===== src/rtl/ror_control_sequencer.sv =====
// Hardwired fetch/execute sequencer for R-format ALU instructions: walks T0..T6
// and drives Moore-style datapath strobes decoded from the state and IR fields.
module ror_control_sequencer #(
  parameter int NREGS = 16,
  parameter int OPW   = 5
) (
  input  logic             Clock,
  input  logic             Clear,
  input  logic             Stop,
  input  logic [31:0]      IR,
  output logic             Run,
  output logic [3:0]       Tstate,
  output logic             PCout,
  output logic             PCin,
  output logic             IncPC,
  output logic             MARin,
  output logic             Read,
  output logic             MDRin,
  output logic             MDRout,
  output logic             IRin,
  output logic             Yin,
  output logic             ZHighIn,
  output logic             ZLowIn,
  output logic             ZHighout,
  output logic             Zlowout,
  output logic             HIin,
  output logic             LOin,
  output logic [NREGS-1:0] Rin,
  output logic [NREGS-1:0] Rout,
  output logic [OPW-1:0]   alu_op
);

  typedef enum logic [3:0] {
    S_IDLE = 4'd0,
    S_T0   = 4'd1,
    S_T1   = 4'd2,
    S_T2   = 4'd3,
    S_T3   = 4'd4,
    S_T4   = 4'd5,
    S_T5   = 4'd6,
    S_T6   = 4'd7,
    S_HALT = 4'd15
  } state_t;

  state_t state_q, state_d;

  logic [4:0]       opcode;
  logic [3:0]       ra, rb, rc;
  logic             op_valid, op_muldiv, op_halt;
  logic [OPW-1:0]   op_alu;
  logic [NREGS-1:0] onehot_ra, onehot_rb, onehot_rc;
  logic             unused_ir;

  assign opcode    = IR[31:27];
  assign ra        = IR[26:23];
  assign rb        = IR[22:19];
  assign rc        = IR[18:15];
  assign unused_ir = ^IR[14:0];
  assign onehot_ra = NREGS'(1) << ra;
  assign onehot_rb = NREGS'(1) << rb;
  assign onehot_rc = NREGS'(1) << rc;

  always_comb begin
    op_valid  = 1'b1;
    op_muldiv = 1'b0;
    op_halt   = 1'b0;
    op_alu    = '0;
    case (opcode)
      5'b00011: op_alu = OPW'(1);
      5'b00100: op_alu = OPW'(2);
      5'b00101: op_alu = OPW'(3);
      5'b00110: op_alu = OPW'(4);
      5'b00111: op_alu = OPW'(5);
      5'b01000: op_alu = OPW'(6);
      5'b01001: op_alu = OPW'(7);
      5'b01010: op_alu = OPW'(8);
      5'b01111: begin op_alu = OPW'(9);  op_muldiv = 1'b1; end
      5'b10000: begin op_alu = OPW'(10); op_muldiv = 1'b1; end
      5'b11011: begin op_valid = 1'b0; op_halt = 1'b1; end
      default:  op_valid = 1'b0;
    endcase
  end

  always_ff @(posedge Clock or posedge Clear) begin
    if (Clear) state_q <= S_IDLE;
    else       state_q <= state_d;
  end

  // Instruction boundaries (T3 nop, T5 non-mul/div, T6) are the only places Stop is honoured.
  always_comb begin
    state_d  = state_q;
    Run      = 1'b0;
    Tstate   = state_q;
    PCout    = 1'b0;
    PCin     = 1'b0;
    IncPC    = 1'b0;
    MARin    = 1'b0;
    Read     = 1'b0;
    MDRin    = 1'b0;
    MDRout   = 1'b0;
    IRin     = 1'b0;
    Yin      = 1'b0;
    ZHighIn  = 1'b0;
    ZLowIn   = 1'b0;
    ZHighout = 1'b0;
    Zlowout  = 1'b0;
    HIin     = 1'b0;
    LOin     = 1'b0;
    Rin      = '0;
    Rout     = '0;
    alu_op   = '0;
    case (state_q)
      S_IDLE: if (!Stop) state_d = S_T0;
      S_T0: begin
        Run = 1'b1; PCout = 1'b1; MARin = 1'b1; IncPC = 1'b1; ZLowIn = 1'b1;
        state_d = S_T1;
      end
      S_T1: begin
        Run = 1'b1; Zlowout = 1'b1; PCin = 1'b1; Read = 1'b1; MDRin = 1'b1;
        state_d = S_T2;
      end
      S_T2: begin
        Run = 1'b1; MDRout = 1'b1; IRin = 1'b1;
        state_d = S_T3;
      end
      S_T3: begin
        Run = 1'b1;
        if (op_valid) begin
          Rout = onehot_rb; Yin = 1'b1;
          state_d = S_T4;
        end else if (op_halt) begin
          state_d = S_HALT;
        end else begin
          state_d = Stop ? S_HALT : S_T0;
        end
      end
      S_T4: begin
        Run = 1'b1; Rout = onehot_rc; alu_op = op_alu; ZLowIn = 1'b1;
        ZHighIn = op_muldiv;
        state_d = S_T5;
      end
      S_T5: begin
        Run = 1'b1; Zlowout = 1'b1;
        if (op_muldiv) begin
          LOin = 1'b1;
          state_d = S_T6;
        end else begin
          Rin = onehot_ra;
          state_d = Stop ? S_HALT : S_T0;
        end
      end
      S_T6: begin
        Run = 1'b1; ZHighout = 1'b1; HIin = 1'b1;
        state_d = Stop ? S_HALT : S_T0;
      end
      S_HALT: state_d = S_HALT;
      default: state_d = S_IDLE;
    endcase
  end

endmodule


===== config.mk =====
export PLATFORM = sky130hd
export DESIGN_NAME = ror_control_sequencer
export DESIGN_NICKNAME = d
export VERILOG_FILES = /design/src/rtl/ror_control_sequencer.sv
export SDC_FILE = /design/constraint.sdc
export NUM_CORES = 1
export LEC_CHECK = 0
export ABC_AREA = 1
export BUFFER_PORTS_ARGS = -buffer_cell sky130_fd_sc_hd__buf_4
export CELL_PAD_IN_SITES_DETAIL_PLACEMENT = 2
export CELL_PAD_IN_SITES_GLOBAL_PLACEMENT = 2
export CORE_MARGIN = 1
export CORE_UTILIZATION = 19
export CTS_CLUSTER_SIZE = 12
export DETAILED_ROUTE_END_ITERATION = 8
export GPL_TIMING_DRIVEN = 0
export PLACE_DENSITY_LB_ADDON = 0.12
export SYNTH_ARGS = -nofsm -noshare
export SYNTH_HDL_FRONTEND = slang
export SYNTH_SLANG_ARGS = --single-unit

===== constraint.sdc =====
create_clock -name Clock -period 1.65 [get_ports Clock]
set_input_delay 0.165 -clock Clock [delete_from_list [all_inputs] [get_ports Clock]]
set_output_delay 0.165 -clock Clock [all_outputs]
set_load 0.005 [all_outputs]

==> results by group, run 1 <==
Outcome
  • Status: finished, violations left
  • Failing checks: negative setup slack

Synth
  • Yosys top cell by area: nand2_1
  • Post-synthesis cell count: between 200 and 250
  • Flops & latches, synth: 4
  • Synth Flop Type: dfrtp_1
  • Syn Area/Cell: 5.72 sq um
  • Synthesized area: 1330 sq um
  • Area contributors post-synth: nand2_1 16%, nor2_1 10%, nand3_1 8.6%, inv_1 7.9%, dfrtp_1 7.5%
  • Post-synth cell types: 30
  • Post-synth EDFFs: 0
  • Share of the yosys chip area belonging to registers: approximately 7.5%
  • Post-synth ARST share: between 90% and 100%
  • Synth Net Count: between 200 and 300
  • Area share of the largest cell type after synthesis: between 15 and 20%
  • Synth Warn #: 0

Drt
  • Highest metal used: met4
  • Detail Route met2 WL: slightly below 3000 microns
  • WL met1: between 2000 and 3000 microns
  • First-pass detailed-route iteration total: 4
  • Routed wire length per instance: 13.9 microns
  • Final ANT Viol Nets: 0
  • Drt first-iter violations: 41
  • Via count: approximately 1,900
  • WL final: 5900 microns
  • Number of vias per cell: 4.45
  • DRC: 0
  • Met3 routed WL: roughly 180 microns

Setup path
  • Critical path origin: Tstate[1]
  • Critical path startpoint category: flop
  • Crit end category: output port
  • Reg2reg start: Tstate[3]
  • R2R depth: 9
  • R2r setup slk: about 0.13 ns
  • RR Endpoint: Tstate[3]
  • WP data arrival: approximately 1.6 ns
  • Worst Path Max Fanout: 6
  • Worst Path Required: 1.48 ns
  • WS Path Type: flop to output port

Timing
  • Final Max Tran Viols: 0
  • Fin crit share: 104%
  • RSZ-0062 raised after global routing: true
  • Endpoints failing setup: 22
  • Final hold violations: 0
  • Worst slew margin: between 50% and 60%
  • Slew @ Worst Pin: roughly 0.7 ns
  • Period minus WS final: between 1.5 and 2 ns
  • Worst hold slack: between 0.3 and 0.4 ns
  • Final worst slack: -0.0668 ns
  • Clock Skew: approximately 0.00061 ns
  • Max Clock Freq: approximately 580 MHz

Global route
  • Number of global-route vias before repair: roughly 1,900
  • Global-route wire length before repair: a little over 9000 microns
  • Largest net degree at the start of global routing: 11
  • Initial antenna violation count: 0
  • GRT Total Usage: 15.5%
  • Overflow after GRT: 0

Job
  • Max-Cap Viols: 0

CTS
  • CTS sink cnt: 4
  • Max Buffers Root-to-Sink: 2
  • Skew-Pair Late Insertion Delay: approximately 0.22 ns
  • CTS tree: yes
  • Clk pin slew, worst setup/hold paths: 0.03 ns
  • CTS root buf: clkbuf_8
  • H-tree depth: 1
  • Num CTS Buffers: 3

Finish
  • Layout cells sized above 1: around 56%
  • Diode count: 0
  • Nets: roughly 370
  • Max reg flops: 4
  • Fin util: between 30% and 40%
  • Area grow syn2layout: 89.7%

Die
  • I/O pins: 92
  • Core ar.: ~6800 sq um
  • Die Ht: about 86 microns
  • Initial Utilization: between 15 and 20%
  • Total Die Area: 7350 sq um
  • # rows: 30
  • DIE WIDTH: 85.7 microns

Min path
  • Hold crit path type: input port to flop
  • Hold path depth: 4
  • Endpoint, Worst Hold: Tstate[0]
  • Hold Path Origin: Stop

Place
  • Post-DP HPWL: approximately 4300 microns
  • Global placer's final weighted congestion: between 0.7 and 0.8
  • IO Port Bufs: 73

Pwr
  • Peak VDD IR: between 0.2 and 0.3 mV
  • Pwr Density: 854 nW/um^2
  • Pleak: 1.22 nW
[worst max-delay path: stages (launching register included)]
cell and delay, ns:
dfrtp_1 0.43, inv_2 0.09, nor2_4 0.17, nand2_4 0.12, clkbuf_16 0.19, nor4_4 0.16, buf_4 0.16
[area by class of cell]
type	count	area [sq um]
tap	96	120
clock buffer	3	41.3
fill	812	4270
buffer	13	128
sequential	4	103
inverter	37	139
multi-input combinational	180	1260
timing repair buffer	92	737
[report_power, final]
part           internal [mW]  switching (mW)
sequential             0.150          0.0688
combinational          0.828           0.900
clock                  0.156          0.0555
total                   1.13            1.02
[cell usage in the layout (no fill, tap or decap), types with 3 or more instances in the layout]
cell      netlist  routed
buf_4           7      90
nand2_1        56      46
nor2_1         36      32
inv_1          28      23
nand3_1        23      17
nand3_2        10      16
inv_2           8      13
nor4_4          0      13
nor2_4          6      11
nand2_2         2      11
nor3_1          9       9
buf_6           1       8
nor2_2          6       5
o21ai_0         4       4
nor4_2          6       3
clkbuf_8        0       3
[through the flow]
stage | instance area [sq um] | setup TNS, ns | cells | setup WS, ns | power (mW)
2_1_floorplan | 1330 | 0 | 233 | 0.255 | 0.891
3_3_place_gp | 2000 | -1.03 | 402 | -0.129 | 1.41
3_5_place_dp | 2000 | -1.24 | 402 | -0.139 | 1.44
4_1_cts | 2310 | -0.814 | 420 | -0.0549 | 1.98
5_1_grt | 2530 | -2.91 | 425 | -0.143 | 2.34
6_report | 2530 | -0.523 | 425 | -0.0668 | 2.16
[layer usage]
metal  vias to the layer above  GRT usage (%)
li1                        940              -
met1                       898           20.0
met2                        50           28.2
met3                         5           1.54
met4                         0           2.73
met5                         -              0
[logic make-up (layout without fill, tap and decap cells)]
group                  count (synthesis)  in the layout  synth area share, %
flip-flops                             4              4                 7.51
AO/OA/AOI/OAI                          9              9                 3.94
other                                  1              1                0.281
buffers and inverters                 50            145                 19.2
AND/OR/NAND/NOR                      169            170                 69.1
[synth_stat cells (2+ instances only)]
cell type,count
inv_1,28
buf_4,7
a21oi_1,2
nor2_2,6
inv_2,8
nor4_2,6
nand2_2,2
nor2_1,36
nor4_1,10
dfrtp_1,4
nand3_4,2
nand3_2,10
nand3_1,23
o21ai_0,4
nor3_1,9
nand4_1,2
nand2_1,56
nor2_4,6
[worst max path at each step]
stage	to	slack, ns	depth (start not counted)
6_report	Rin[11]	-0.07	6
5_1_grt	Rin[11]	-0.14	6
4_1_cts	Rout[10]	-0.05	7
3_5_place_dp	Rout[10]	-0.14	6
3_3_place_gp	Rout[10]	-0.13	6
2_1_floorplan	Rout[10]	0.26	6
[repair_timing]
action,in CTS,in global routing
endpoints found under the hold margin,4,0
pin swaps,14,17
buffers inserted,13,4
hold buffers,1,0
gates cloned,1,1
gates resized for setup,35,34
endpoints found under the setup margin,35,46
(Power assumes the default switching activity.)
==> run 2: changes to the inputs <==
--- a/config.mk
+++ b/config.mk
@@ -15,6 +15,7 @@
 export DETAILED_ROUTE_END_ITERATION = 8
 export GPL_TIMING_DRIVEN = 0
 export PLACE_DENSITY_LB_ADDON = 0.12
+export SKIP_CTS_REPAIR_TIMING = 1
 export SYNTH_ARGS = -nofsm -noshare
 export SYNTH_HDL_FRONTEND = slang
 export SYNTH_SLANG_ARGS = --single-unit
==> run 2 against run 1 <==
The flow still finishes with violations (negative setup slack); die area did not move; via count grew 2.7%; flip-flop and latch count stayed put; sequential power is 2% higher; critical path depth is 3 higher; maximum frequency is 5.1% lower; clock-buffer cell count is the same; core utilization up 0.55 points; routed wire length increased by 7.9%; combinational power rose by 13%; largest power group unchanged; highest routed layer unchanged.
==> results by group, run 2 (synthesis results as in run 1) <==
Outcome
  • Status: finished, violations left
  • Failing checks: negative setup slack

CTS
  • Skew-Pair Late Insertion Delay: 0.22 ns (about the same)
  • CTS root buf: clkbuf_8
  • H-tree depth: 1 (unchanged)
  • CTS tree: yes
  • CTS sink cnt: 4 (unchanged)
  • Num CTS Buffers: 3 (unchanged)
  • Clk pin slew, worst setup/hold paths: 0.03 ns (about the same)
  • Max Buffers Root-to-Sink: 2 (unchanged)

Timing
  • Clock Skew: 0.00300 ns (+0.00239 ns)
  • Endpoints failing setup: 34 (+55%)
  • Slew @ Worst Pin: 0.672 ns (-0.0299 ns)
  • Max Clock Freq: 553 MHz (-5.1%)
  • Worst slew margin: 55.2% (+2.0 points)
  • Final hold violations: 0 (unchanged)
  • RSZ-0062 raised after global routing: true
  • Fin crit share: 110% (+5.6 points)
  • Final Max Tran Viols: 0 (unchanged)
  • Period minus WS final: 1.81 ns (+0.0918 ns)
  • Final worst slack: -0.159 ns (-0.0918 ns)

Finish
  • Commonest cells after routing, fill and taps aside: 94 x buf_4, 53 x nand2_1, 31 x nor2_1
  • Diode count: 0 (unchanged)
  • Area grow syn2layout: 92.5%
  • Commonest non-fill, non-tap cell in the layout: buf_4
  • Fill count: 813 (+0.12%)
  • Post-Layout Cell Count: 432 (+1.6%)
  • Max reg flops: 4 (unchanged)
  • Nets: 373 (+1.9%)
  • Fin util: 37.8% (+0.55 points)
  • Layout cells sized above 1: 53.3% (-3.0 points)

Pwr
  • Peak VDD IR: 0.301 mV (+10%)
  • Pwr Density: 931 nW/um^2 (+9.0%)
  • Pleak: 1.25 nW (+3.1%)

Setup path
  • CP max stage delay: 0.43 ns (about the same)
  • WS Path Type: flop to output port
  • Crit end category: output port
  • Crit-path slowest cell: dfrtp_1
  • CP cell instances: inv_2 -> nor2_4 -> buf_4 -> nand2_2 -> buf_4 -> inv_1 -> nand2_1 -> inv_1 -> buf_4
  • WP data arrival: 1.64 ns (+0.09 ns)
  • CP top delay family: buffers and inverters
  • Critical path startpoint category: flop
  • Reg2reg start: Tstate[2]
  • Worst Path Max Fanout: 4 (-2)
  • R2r setup slk: 0.01 ns (-0.12 ns)
  • Worst Path Required: 1.48 ns (about the same)
  • Buffers and inverters on the worst path: 6 (+3)
  • Most used cell, CP: buf_4
  • R2R depth: 11 (+2)
  • RR Endpoint: Tstate[3]
  • Critical path origin: Tstate[1]
  • Critical path capture point: LOin
  • Crit path depth: 9 (+3)

Global route
  • GRT Total Usage: 13.9% (-1.6 points)
  • Largest net degree at the start of global routing: 11 (unchanged)
  • Overflow after GRT: 0 (unchanged)
  • Global-route wire length before repair: 8380 microns (-9.5%)
  • Number of global-route vias before repair: 1,745 (-8.3%)
  • Initial antenna violation count: 0 (unchanged)

Die
  • DIE WIDTH: 85.7 microns (unchanged)
  • I/O pins: 92 (unchanged)
  • Core ar.: 6790 sq um (unchanged)
  • # rows: 30 (unchanged)
  • Initial Utilization: 19.6% (unchanged)
  • Total Die Area: 7350 sq um (unchanged)
  • Die Ht: 85.7 microns (unchanged)

Drt
  • Drt first-iter violations: 32 (-22%)
  • First-pass detailed-route iteration total: 4 (unchanged)
  • Number of vias per cell: 4.50 (+1.0%)
  • Final ANT Viol Nets: 0 (unchanged)
  • DRC: 0 (unchanged)
  • Routed wire length per instance: 14.7 microns (+6.2%)
  • WL final: 6370 microns (+7.9%)
  • Via count: 1,944 (+2.7%)

Place
  • Global placer's final weighted congestion: 0.733 (unchanged)
  • Placed instance count: 402 (unchanged)
  • Post-DP HPWL: 4290 microns (unchanged)
  • Pre-CTS WS: -0.139 ns (unchanged)
  • IO Port Bufs: 73 (unchanged)

Min path
  • Hold crit path type: input port to flop

Job
  • Max-Cap Viols: 0 (unchanged)
run 2: changes by cell type in the layout (fill, tap and decap cells not counted), sizes merged:
cell	before	now
buf	101	108
run 2: layout make-up:
| cell class | count | area [sq um] | area share (%) |
|---|---|---|---|
| multi-input cells | 180 | 1220 | 47.8 |
| repair buffers | 99 | 810 | 31.6 |
| inverters | 37 | 139 | 5.41 |
| plain buffers | 13 | 128 | 4.98 |
| well taps | 96 | 120 | 4.68 |
| flip-flops and latches | 4 | 103 | 4.00 |
| clock buffers | 3 | 41.3 | 1.61 |
run 2: worst min path at each step:
stage,start,to,cells after the start,slack [ns]
after floorplan,Clear,Tstate[0],1,-0.07
after global placement,Clear,Tstate[2],2,0.06
after detailed placement,Clear,Tstate[3],2,0.06
after CTS,Clear,Tstate[0],2,-0.17
after global routing,Clear,Tstate[1],3,0.41
final,Stop,Tstate[0],4,0.38
run 2: metrics by stage:
stage	hold slack [ns]	total power [mW]	TNS, ns	instance area, sq um
after CTS	-0.172	1.65	-7.69	2040
after floorplan	-0.0689	0.891	0	1330
after global routing	0.406	2.55	-6.62	2560
after global placement	0.0612	1.41	-1.03	2000
final	0.379	2.39	-3.05	2560
after detailed placement	0.0618	1.44	-1.24	2000
run 2: report_power, final:
group / switching [mW] / total (mW) / internal [mW]
sequential: 0.0731 / 0.223 / 0.150
clock: 0.0580 / 0.214 / 0.156
combinational: 1.00 / 1.95 / 0.946
total: 1.13 / 2.39 / 1.25
run 2: tightest hold or removal path, stage by stage:
cell and delay [ns]:
buf_4 0.11, inv_1 0.11, o32ai_1 0.11, inv_1 0.06
run 2: per-layer routing:
metal | routed length (microns) | GRT usage (%) | part of all wire, %
met2 | 3390 | 24.9 | 53
met4 | 16 | 2.73 | 0.25
met3 | 186 | 1.54 | 2.9
met5 | 0 | 0 | 0
met1 | 2770 | 18.0 | 44
